`config.mk`:
```
export PLATFORM = sky130hd
export DESIGN_NAME = wb_retire_queue_flat
export DESIGN_NICKNAME = d
export VERILOG_FILES = /design/src/rtl/wb_retire_queue_if.sv /design/src/rtl/wb_retire_queue.sv /design/src/flat_wrapper.sv
export SDC_FILE = /design/constraint.sdc
export NUM_CORES = 1
export LEC_CHECK = 0
export BUFFER_PORTS_ARGS = -buffer_cell sky130_fd_sc_hd__clkbuf_2
export CAP_MARGIN = 20
export CELL_PAD_IN_SITES_DETAIL_PLACEMENT = 1
export CELL_PAD_IN_SITES_GLOBAL_PLACEMENT = 1
export CORE_MARGIN = 8
export CORE_UTILIZATION = 45
export CTS_CLUSTER_SIZE = 14
export DETAILED_ROUTE_END_ITERATION = 6
export PLACE_DENSITY_LB_ADDON = 0.1
export SETUP_SLACK_MARGIN = 0.1
export SYNTH_ARGS = -nofsm -noshare
export SYNTH_HDL_FRONTEND = slang
export SYNTH_SLANG_ARGS = --single-unit
```
`constraint.sdc`:
```
create_clock -name clk -period 8.8 [get_ports clk]
set_input_delay 0.44 -clock clk [delete_from_list [all_inputs] [get_ports clk]]
set_output_delay 0.44 -clock clk [all_outputs]
set_load 0.1 [all_outputs]
```
`src/rtl/wb_retire_queue_if.sv`:
```
// rtl/wb_retire_queue_if.sv - MEM to WB handshake bundle
interface wb_retire_queue_if #(
  parameter int DW  = 32,
  parameter int AW  = 5,
  parameter int PCW = 32
) ();
  localparam int BUS_W = 1 + AW + DW + PCW;

  logic             valid_4;
  logic             allow_5;
  logic [BUS_W-1:0] stage_4_to_5;

  modport master (output valid_4, output stage_4_to_5, input allow_5);
  modport slave  (input valid_4, input stage_4_to_5, output allow_5);
endinterface

```
`src/rtl/wb_retire_queue.sv`:
```
// rtl/wb_retire_queue.sv - in-order write-back retire queue with youngest-match forwarding
module wb_retire_queue #(
  parameter int DW       = 32,
  parameter int AW       = 5,
  parameter int PCW      = 32,
  parameter int DEPTH    = 2,
  parameter bit ZERO_REG = 1'b1
) (
  input  logic                     clk,
  input  logic                     reset,
  wb_retire_queue_if.slave         mem,
  input  logic                     flush,
  input  logic                     rf_ready,
  output logic                     valid_5,
  output logic [$clog2(DEPTH):0]   count,
  output logic                     rf_we,
  output logic [AW-1:0]            rf_waddr,
  output logic [DW-1:0]            rf_wdata,
  output logic [PCW-1:0]           debug_wb_pc,
  output logic                     debug_wb_valid,
  input  logic [AW-1:0]            fwd_addr,
  output logic                     fwd_hit,
  output logic [DW-1:0]            fwd_data
);
  localparam int PW    = $clog2(DEPTH);
  localparam int CW    = PW + 1;
  localparam int BUS_W = 1 + AW + DW + PCW;

  logic [PW-1:0] rd_ptr, wr_ptr;
  logic [CW-1:0] cnt_q;

  logic          ent_we   [DEPTH];
  logic [AW-1:0] ent_dest [DEPTH];
  logic [DW-1:0] ent_res  [DEPTH];
  logic [PCW-1:0] ent_pc  [DEPTH];

  logic          in_we;
  logic [AW-1:0] in_dest;
  logic [DW-1:0] in_res;
  logic [PCW-1:0] in_pc;
  logic          empty, full, head_we, retire, push;

  assign in_we   = mem.stage_4_to_5[BUS_W-1];
  assign in_dest = mem.stage_4_to_5[BUS_W-2 -: AW];
  assign in_res  = mem.stage_4_to_5[PCW+DW-1 -: DW];
  assign in_pc   = mem.stage_4_to_5[PCW-1:0];

  assign empty   = (cnt_q == '0);
  assign full    = (cnt_q == CW'(DEPTH));
  assign head_we = ent_we[rd_ptr] & ~(ZERO_REG & (ent_dest[rd_ptr] == '0));
  // Non-writing heads drain without a grant; reset also suppresses any write.
  assign retire  = ~empty & (rf_ready | ~head_we) & ~flush & ~reset;
  assign push    = mem.valid_4 & mem.allow_5 & ~flush;

  assign mem.allow_5    = ~full | retire;
  assign valid_5        = ~empty;
  assign count          = cnt_q;
  assign rf_we          = retire & head_we;
  assign rf_waddr       = ent_dest[rd_ptr] & {AW{rf_we}};
  assign rf_wdata       = ent_res[rd_ptr];
  assign debug_wb_valid = retire;
  assign debug_wb_pc    = empty ? '0 : ent_pc[rd_ptr];

  // Walk oldest to youngest so the last match found is the youngest one.
  always_comb begin
    logic [PW-1:0] idx;
    idx      = '0;
    fwd_hit  = 1'b0;
    fwd_data = '0;
    for (int k = 0; k < DEPTH; k++) begin
      idx = rd_ptr + PW'(k);
      if ((CW'(k) < cnt_q) && ent_we[idx] && (ent_dest[idx] == fwd_addr) &&
          !(ZERO_REG && (fwd_addr == '0))) begin
        fwd_hit  = 1'b1;
        fwd_data = ent_res[idx];
      end
    end
  end

  always_ff @(posedge clk) begin
    if (reset) begin
      rd_ptr <= '0;
      wr_ptr <= '0;
      cnt_q  <= '0;
      for (int i = 0; i < DEPTH; i++) begin
        ent_we[i]   <= 1'b0;
        ent_dest[i] <= '0;
        ent_res[i]  <= '0;
        ent_pc[i]   <= '0;
      end
    end else if (flush) begin
      rd_ptr <= '0;
      wr_ptr <= '0;
      cnt_q  <= '0;
    end else begin
      if (push) begin
        ent_we[wr_ptr]   <= in_we;
        ent_dest[wr_ptr] <= in_dest;
        ent_res[wr_ptr]  <= in_res;
        ent_pc[wr_ptr]   <= in_pc;
        wr_ptr           <= wr_ptr + 1'b1;
      end
      if (retire) begin
        rd_ptr <= rd_ptr + 1'b1;
      end
      cnt_q <= cnt_q + CW'(push) - CW'(retire);
    end
  end
endmodule
```
`src/flat_wrapper.sv`:
```
// flat-port wrapper written by rule: the top's interface ports become plain ports
module wb_retire_queue_flat 
#(
  parameter int DW       = 32,
  parameter int AW       = 5,
  parameter int PCW      = 32,
  parameter int DEPTH    = 2,
  parameter bit ZERO_REG = 1'b1
)
  (clk, reset, flush, rf_ready, valid_5, count, rf_we, rf_waddr, rf_wdata, debug_wb_pc, debug_wb_valid, fwd_addr, fwd_hit, fwd_data, mem_valid_4, mem_stage_4_to_5, mem_allow_5);
  wb_retire_queue_if #(.DW(DW), .AW(AW), .PCW(PCW)) mem_i ();
  input  logic clk;
  input  logic reset;
  input  logic flush;
  input  logic rf_ready;
  output logic valid_5;
  output logic [$clog2(DEPTH):0] count;
  output logic rf_we;
  output logic [AW-1:0] rf_waddr;
  output logic [DW-1:0] rf_wdata;
  output logic [PCW-1:0] debug_wb_pc;
  output logic debug_wb_valid;
  input  logic [AW-1:0] fwd_addr;
  output logic fwd_hit;
  output logic [DW-1:0] fwd_data;
  input wire logic [$bits(mem_i.valid_4)-1:0] mem_valid_4;
  input wire logic [$bits(mem_i.stage_4_to_5)-1:0] mem_stage_4_to_5;
  output wire logic [$bits(mem_i.allow_5)-1:0] mem_allow_5;
  assign mem_i.valid_4 = mem_valid_4;
  assign mem_i.stage_4_to_5 = mem_stage_4_to_5;
  assign mem_allow_5 = mem_i.allow_5;
  wb_retire_queue #(.DW(DW), .AW(AW), .PCW(PCW), .DEPTH(DEPTH), .ZERO_REG(ZERO_REG)) u_core (.clk(clk), .reset(reset), .mem(mem_i), .flush(flush), .rf_ready(rf_ready), .valid_5(valid_5), .count(count), .rf_we(rf_we), .rf_waddr(rf_waddr), .rf_wdata(rf_wdata), .debug_wb_pc(debug_wb_pc), .debug_wb_valid(debug_wb_valid), .fwd_addr(fwd_addr), .fwd_hit(fwd_hit), .fwd_data(fwd_data));
endmodule
```
# == Yosys cells after proc, flatten, opt, wreduce, memory -nomap -nowiden ==
# Memories as Yosys holds them, arrays and structs flattened. A register that Yosys moved wholly into a read port is not among the register bits.
# Index checks and enable logic that the tools add are counted.
# word_totals
reg_bits,4
mem_bits_rw,140
in_bits,80
wordCells,78
n_memories,4
# op_classes
add_sub_neg,4
order_cmp,2
n_eq_ne,3
mux,31
bitwise,16
n_reduce_logical,15
# memory_table
name,depth,word_bits,rd,rd_clocked_by_memory_dff,write_ports,line,source
u_core.ent_pc,2,32,1,1,2,wb_retire_queue.sv:35,logic [PCW-1:0] ent_pc [DEPTH];
u_core.ent_res,2,32,2,1,2,wb_retire_queue.sv:34,logic [DW-1:0] ent_res [DEPTH];
u_core.ent_dest,2,5,2,1,2,wb_retire_queue.sv:33,logic [AW-1:0] ent_dest [DEPTH];
u_core.ent_we,2,1,2,1,2,wb_retire_queue.sv:32,logic ent_we [DEPTH];
# ops
operator,count
32-bit two-way mux,5
32-bit OR reduction,2
1-bit two-way mux,25
5-bit equality test,2
5-bit logical NOT,2
1-bit AND,7
1-bit logical AND,6
1-bit NOT,6
5-bit AND,1
5-bit two-way mux,1
5-bit OR reduction,1
1-bit by 2-bit < comparator with 1-bit output (first input constant),2
1-bit adder (second input constant),2
2-bit by 1-bit adder with 2-bit output,1
2-bit equality test (second input constant),1
2-bit logical NOT,1
1-bit OR,2
2-bit OR reduction,1
2-bit by 1-bit subtractor with 2-bit output,1
1-bit logical NOT,1
1-bit OR reduction,1

# == Logic depth before layout (Yosys ltp) ==
# depth
ltp_word,17
ltp_mapped,12
mapped_depth_nobuf,11

# == Worst setup path before layout ==
# Ideal clock, no wire load.
# synth_timing
kind,reg-to-output
from,register u_core.cnt_q[1] (netlist: u_core.count[1])
to,output port mem_allow_5
t_arrival_ns,4.226
required_ns,8.360
slack_ns,4.134
path_stages_with_launch,5
path_cell_list,dfxtp_1 > nor2_1 > inv_1 > nand2b_1 > o21ai_0
# synth_via
elab_chain_len,6
elab_cells_between_ends,8
cone_classes,1 x eq/ne; 6 x bitwise; 1 x reduce/logical
# synth_lines
item,line,source
"start, declared",wb_retire_queue.sv:30,logic [CW-1:0] cnt_q;
"start signal, assigned",wb_retire_queue.sv:106,cnt_q <= cnt_q + CW'(push) - CW'(retire);
2-bit logical NOT,wb_retire_queue.sv:48,assign empty = (cnt_q == '0);
1-bit NOT,--,
named net valid_5,flat_wrapper.sv:16,output logic valid_5;
1-bit AND (3 in a row),wb_retire_queue.sv:52,assign retire = ~empty & (rf_ready | ~head_we) & ~flush & ~reset;
1-bit OR,wb_retire_queue.sv:55,assign mem.allow_5 = ~full | retire;
"end, declared",flat_wrapper.sv:28,output wire logic [$bits(mem_i.allow_5)-1:0] mem_allow_5;
# The timed path passes the listed nets, and every way through them passes these cells.

==> impl_summary.log <==
INFO  metric worst_slew_pin_slew = 1.03 ns
INFO  metric cts_post_setup_buffers_inserted = 0
INFO  metric place_congestion = 0.824
INFO  metric timing.final.setup_violations = 0
INFO  metric hold_start = mem_stage_4_to_5[15]
INFO  metric dp_cells = 971
INFO  metric drt-initial-drc-count = 365
INFO  metric cp_cell_sequence = buf_16, mux2i_1, xnor2_1, nor4_4, buf_4, nand3_1, mux2i_1, clkbuf_2
INFO  metric report.final.hold_viol_count = 0
INFO  metric floorplan.initialDensity = 46.1%
INFO  metric post-route-min-period = 3.91 ns
INFO  metric wire_length_of_the_first_global_routing_pass = 32.6 mm
INFO  metric synthesis.nets = 695
INFO  metric largest_net_degree_at_the_start_of_global_routing = 101
INFO  metric synth-seq-area-share = 56.3%
INFO  metric synth_top_area_share = 55.0%
INFO  metric crit_required = 8.36 ns
INFO  metric final_min_period_over_clock_period = 44.4%
INFO  metric clock_skew = 0.00493 ns
INFO  metric antennaDiodeCount = 0
INFO  metric critPathArrivalTime = 3.47 ns
INFO  metric outcome = complete, no violations
INFO  metric route.vias.total = 5545
INFO  metric synthToLayoutAreaGrowth = 20.4%
INFO  metric ys_warn_count = 0
INFO  metric clkLatencyLatePin = 0.41 ns
INFO  metric cts-htree-levels = 4
INFO  metric fraction_of_registers_with_async_set_or_reset_after_synthesis = 0%
INFO  metric synth_largest_area_cell = sky130_fd_sc_hd__edfxtp_1
INFO  metric finish.net_count = 853
INFO  metric max_freq = 256 MHz
INFO  metric fin_area = 0.00921 mm²
INFO  metric grt_setup_unrepaired = false
INFO  metric grt.total_usage = 19.2%
INFO  metric crit_path_max_fanout = 44
INFO  metric tritoncts = done
INFO  metric clk_root_buffer_cell = sky130_fd_sc_hd__clkbuf_16
INFO  metric vias_in_the_first_global_route = 6144
INFO  metric worst_setup_path_start_kind = flop
INFO  metric detail_route.drc_violations = 0
INFO  metric die_area = 0.0214 mm²
INFO  metric synth_commonest_cells = sky130_fd_sc_hd__and3_1 (140), sky130_fd_sc_hd__edfxtp_1 (140), sky130_fd_sc_hd__mux2i_1 (109), sky130_fd_sc_hd__nor2_1 (46), sky130_fd_sc_hd__nand3_1 (34)
INFO  metric path_clk_slew = 0.06 ns
INFO  metric worstSetupEndpointType = primary output
INFO  metric tritoncts.num_buffers = 17
INFO  metric mappedNetlistArea = 0.00765 mm²
INFO  metric postSynthRegisterBits = 145
INFO  metric edff_count_synth = 140
INFO  metric power.ir.vdd_worst = 0.153 mV
INFO  metric avg_synthesized_cell_area = 12.5 µm²
INFO  metric cts-resized-gates = 0
INFO  metric dp.final_hpwl = 13.7 mm
INFO  metric fraction_of_final_layout_cells_sized_beyond_drive_strength_1 = 34.1%
INFO  metric max-slew-margin-rel = 31.5%
INFO  metric setup.reg_to_reg.worst_slack = 5.05 ns
INFO  metric timing.max_cap.violations = 0
INFO  metric slew_violations = 0
INFO  metric multiInputGateArea = 0.00306 mm²
INFO  metric nFillCells = 1796
INFO  metric crit_top_cell = sky130_fd_sc_hd__mux2i_1
INFO  metric leakagePower = 0.00428 µW
INFO  metric slowest_cell_on_the_critical_path = sky130_fd_sc_hd__dfxtp_4
INFO  metric syn-instance-count = 613
INFO  metric dieWidth = 146 µm
INFO  metric post-route-util = 55.5%
INFO  metric min_path_type = in2reg
INFO  metric cts_max_path_buffers = 2
INFO  metric cpPeakStageDelay = 0.68 ns
INFO  metric number_of_antenna_violations_at_the_first_check_in_global_routing = 2
INFO  metric floorplan.die.height = 146 µm
INFO  metric power_density = 189 mW/mm²
INFO  metric netlist_top_cells_area = sky130_fd_sc_hd__edfxtp_1 (55%), sky130_fd_sc_hd__mux2i_1 (14%), sky130_fd_sc_hd__and3_1 (11%), sky130_fd_sc_hd__mux2_2 (4.7%), sky130_fd_sc_hd__nor2_1 (2.3%)
INFO  metric drt_first_pass_iters = 5
INFO  metric postRouteAntennaNets = 0
INFO  metric overflow = 0
INFO  metric cts.hold.buffers_added = 0
INFO  metric postSynth.topFlopCell = sky130_fd_sc_hd__edfxtp_1
INFO  metric synthDistinctLibCells = 32
INFO  metric register_area = 0.00431 mm²
INFO  metric placeableCoreArea = 0.0166 mm²
INFO  metric number_of_input_and_output_port_buffers_inserted = 187
INFO  metric setup_tns = 0 ns
INFO  metric fp-row-count = 47
INFO  metric routed_wirelength = 20.9 mm
INFO  metric tritoncts_num_sinks = 145
INFO  metric finish.cell_count_without_fillers = 1004
INFO  metric top_level_ports = 188
INFO  metric route.detailed.vias_per_inst = 5.52
INFO  metric wire_per_inst = 20.8 µm
INFO  metric place_area = 0.00865 mm²
INFO  metric critical_path_class = reg2out
[routing by layer]
layer  GRT usage [%]  share of wire [%]  up-vias
met2            33.3                 50      167
met3            5.90                6.4       19
met1            22.3                 42     2743
li1                -                  -     2612
met4            6.34                1.2        4
met5               0               0.11        -
[worst max-delay path, delay by kind of cell (launching register included)]
family / cells / cell delay [ns]
muxes: 2 / 0.67
DFF: 1 / 0.68
xor gates and xnor gates: 1 / 0.19
buffers and inverters: 3 / 1.21
and+or+nand+nor: 2 / 0.28
[worst paths after layout]
kind | endpoint | depth (start not counted)
min reg2reg | u_core.count[1]$_SDFF_PP0_ | 3
max reg2reg | u_core.ent_res[0][18]$_SDFFCE_PN0P_ | 5
min | u_core.ent_pc[1][15]$_SDFFCE_PN0P_ | 2
max | fwd_data[31] | 8
[logic make-up after synthesis]
| logic type | after synthesis | share of synthesized area, % |
|---|---|---|
| AO/OA/AOI/OAI | 13 | 1.24 |
| XOR/XNOR | 12 | 1.37 |
| adder cells (fa/ha/maj) | 2 | 0.327 |
| buffers and inverters | 62 | 4.32 |
| flip-flops | 145 | 56.3 |
| multiplexers | 141 | 19.0 |
| AND/OR/NAND/NOR | 238 | 17.5 |
[power breakdown]
part	total (µW)	internal, µW	switching [µW]	leakage (µW)
combinational	280	62.0	218	0.00250
sequential	816	798	18.0	0.00152
clock	642	381	261	0.000259
total	1740	1240	497	0.00428
[placed cells by master (no fill, tap or decap), types with 2 or more instances in the layout]
cell type                    synthesis  final
sky130_fd_sc_hd__clkbuf_2            0    187
sky130_fd_sc_hd__and3_1            140    140
sky130_fd_sc_hd__edfxtp_1          140    140
sky130_fd_sc_hd__mux2i_1           109    109
sky130_fd_sc_hd__nor2_1             46     42
sky130_fd_sc_hd__nand3_1            34     34
sky130_fd_sc_hd__mux2_2             32     32
sky130_fd_sc_hd__clkbuf_16           0     17
sky130_fd_sc_hd__xnor2_1             8      8
sky130_fd_sc_hd__buf_4               1      7
sky130_fd_sc_hd__inv_1               6      6
sky130_fd_sc_hd__clkinv_2            0      6
sky130_fd_sc_hd__a21oi_1             4      4
sky130_fd_sc_hd__xor2_1              4      4
sky130_fd_sc_hd__clkinv_1            0      4
sky130_fd_sc_hd__nor3_1              3      3
sky130_fd_sc_hd__dfxtp_1             5      3
sky130_fd_sc_hd__nor4_1              2      2
sky130_fd_sc_hd__nand2b_1            2      2
sky130_fd_sc_hd__nor2_2              0      2
sky130_fd_sc_hd__a211o_1             2      2
sky130_fd_sc_hd__nand4_1             2      2
sky130_fd_sc_hd__a21o_4              0      2
sky130_fd_sc_hd__o21ai_0             2      2
sky130_fd_sc_hd__nand2_1             2      2
sky130_fd_sc_hd__nor2_4              0      2
sky130_fd_sc_hd__or3_1               3      2
sky130_fd_sc_hd__ha_1                2      2
sky130_fd_sc_hd__clkinvlp_4          0      2
[registers in the layout (all words and copies together) (netlist names), named ones only]
signal           cells
u_core.ent_res      64
u_core.rd_ptr        1
u_core.count         2
u_core.wr_ptr        1
u_core.ent_dest     10
u_core.ent_we        2
u_core.ent_pc       64
[cell type report]
| cell class | count | area share [%] |
|---|---|---|
| Clock buffer | 18 | 4.66 |
| Clock inverter | 14 | 1.07 |
| Inverter | 6 | 0.245 |
| Multi-Input combinational cell | 406 | 33.2 |
| Sequential cell | 145 | 46.8 |
| Tap cell | 220 | 2.99 |
| Timing Repair Buffer | 195 | 11.0 |
[through the flow]
step	hold slack (ns)	setup WS (ns)	power [µW]
6_report	0.337	4.89	1740
5_1_grt	0.325	4.64	1800
4_1_cts	0.315	4.54	1760
3_5_place_dp	0.677	4.87	1110
3_3_place_gp	0.638	5.00	1100
2_1_floorplan	0.663	4.13	1040
(Power assumes the default switching activity.)
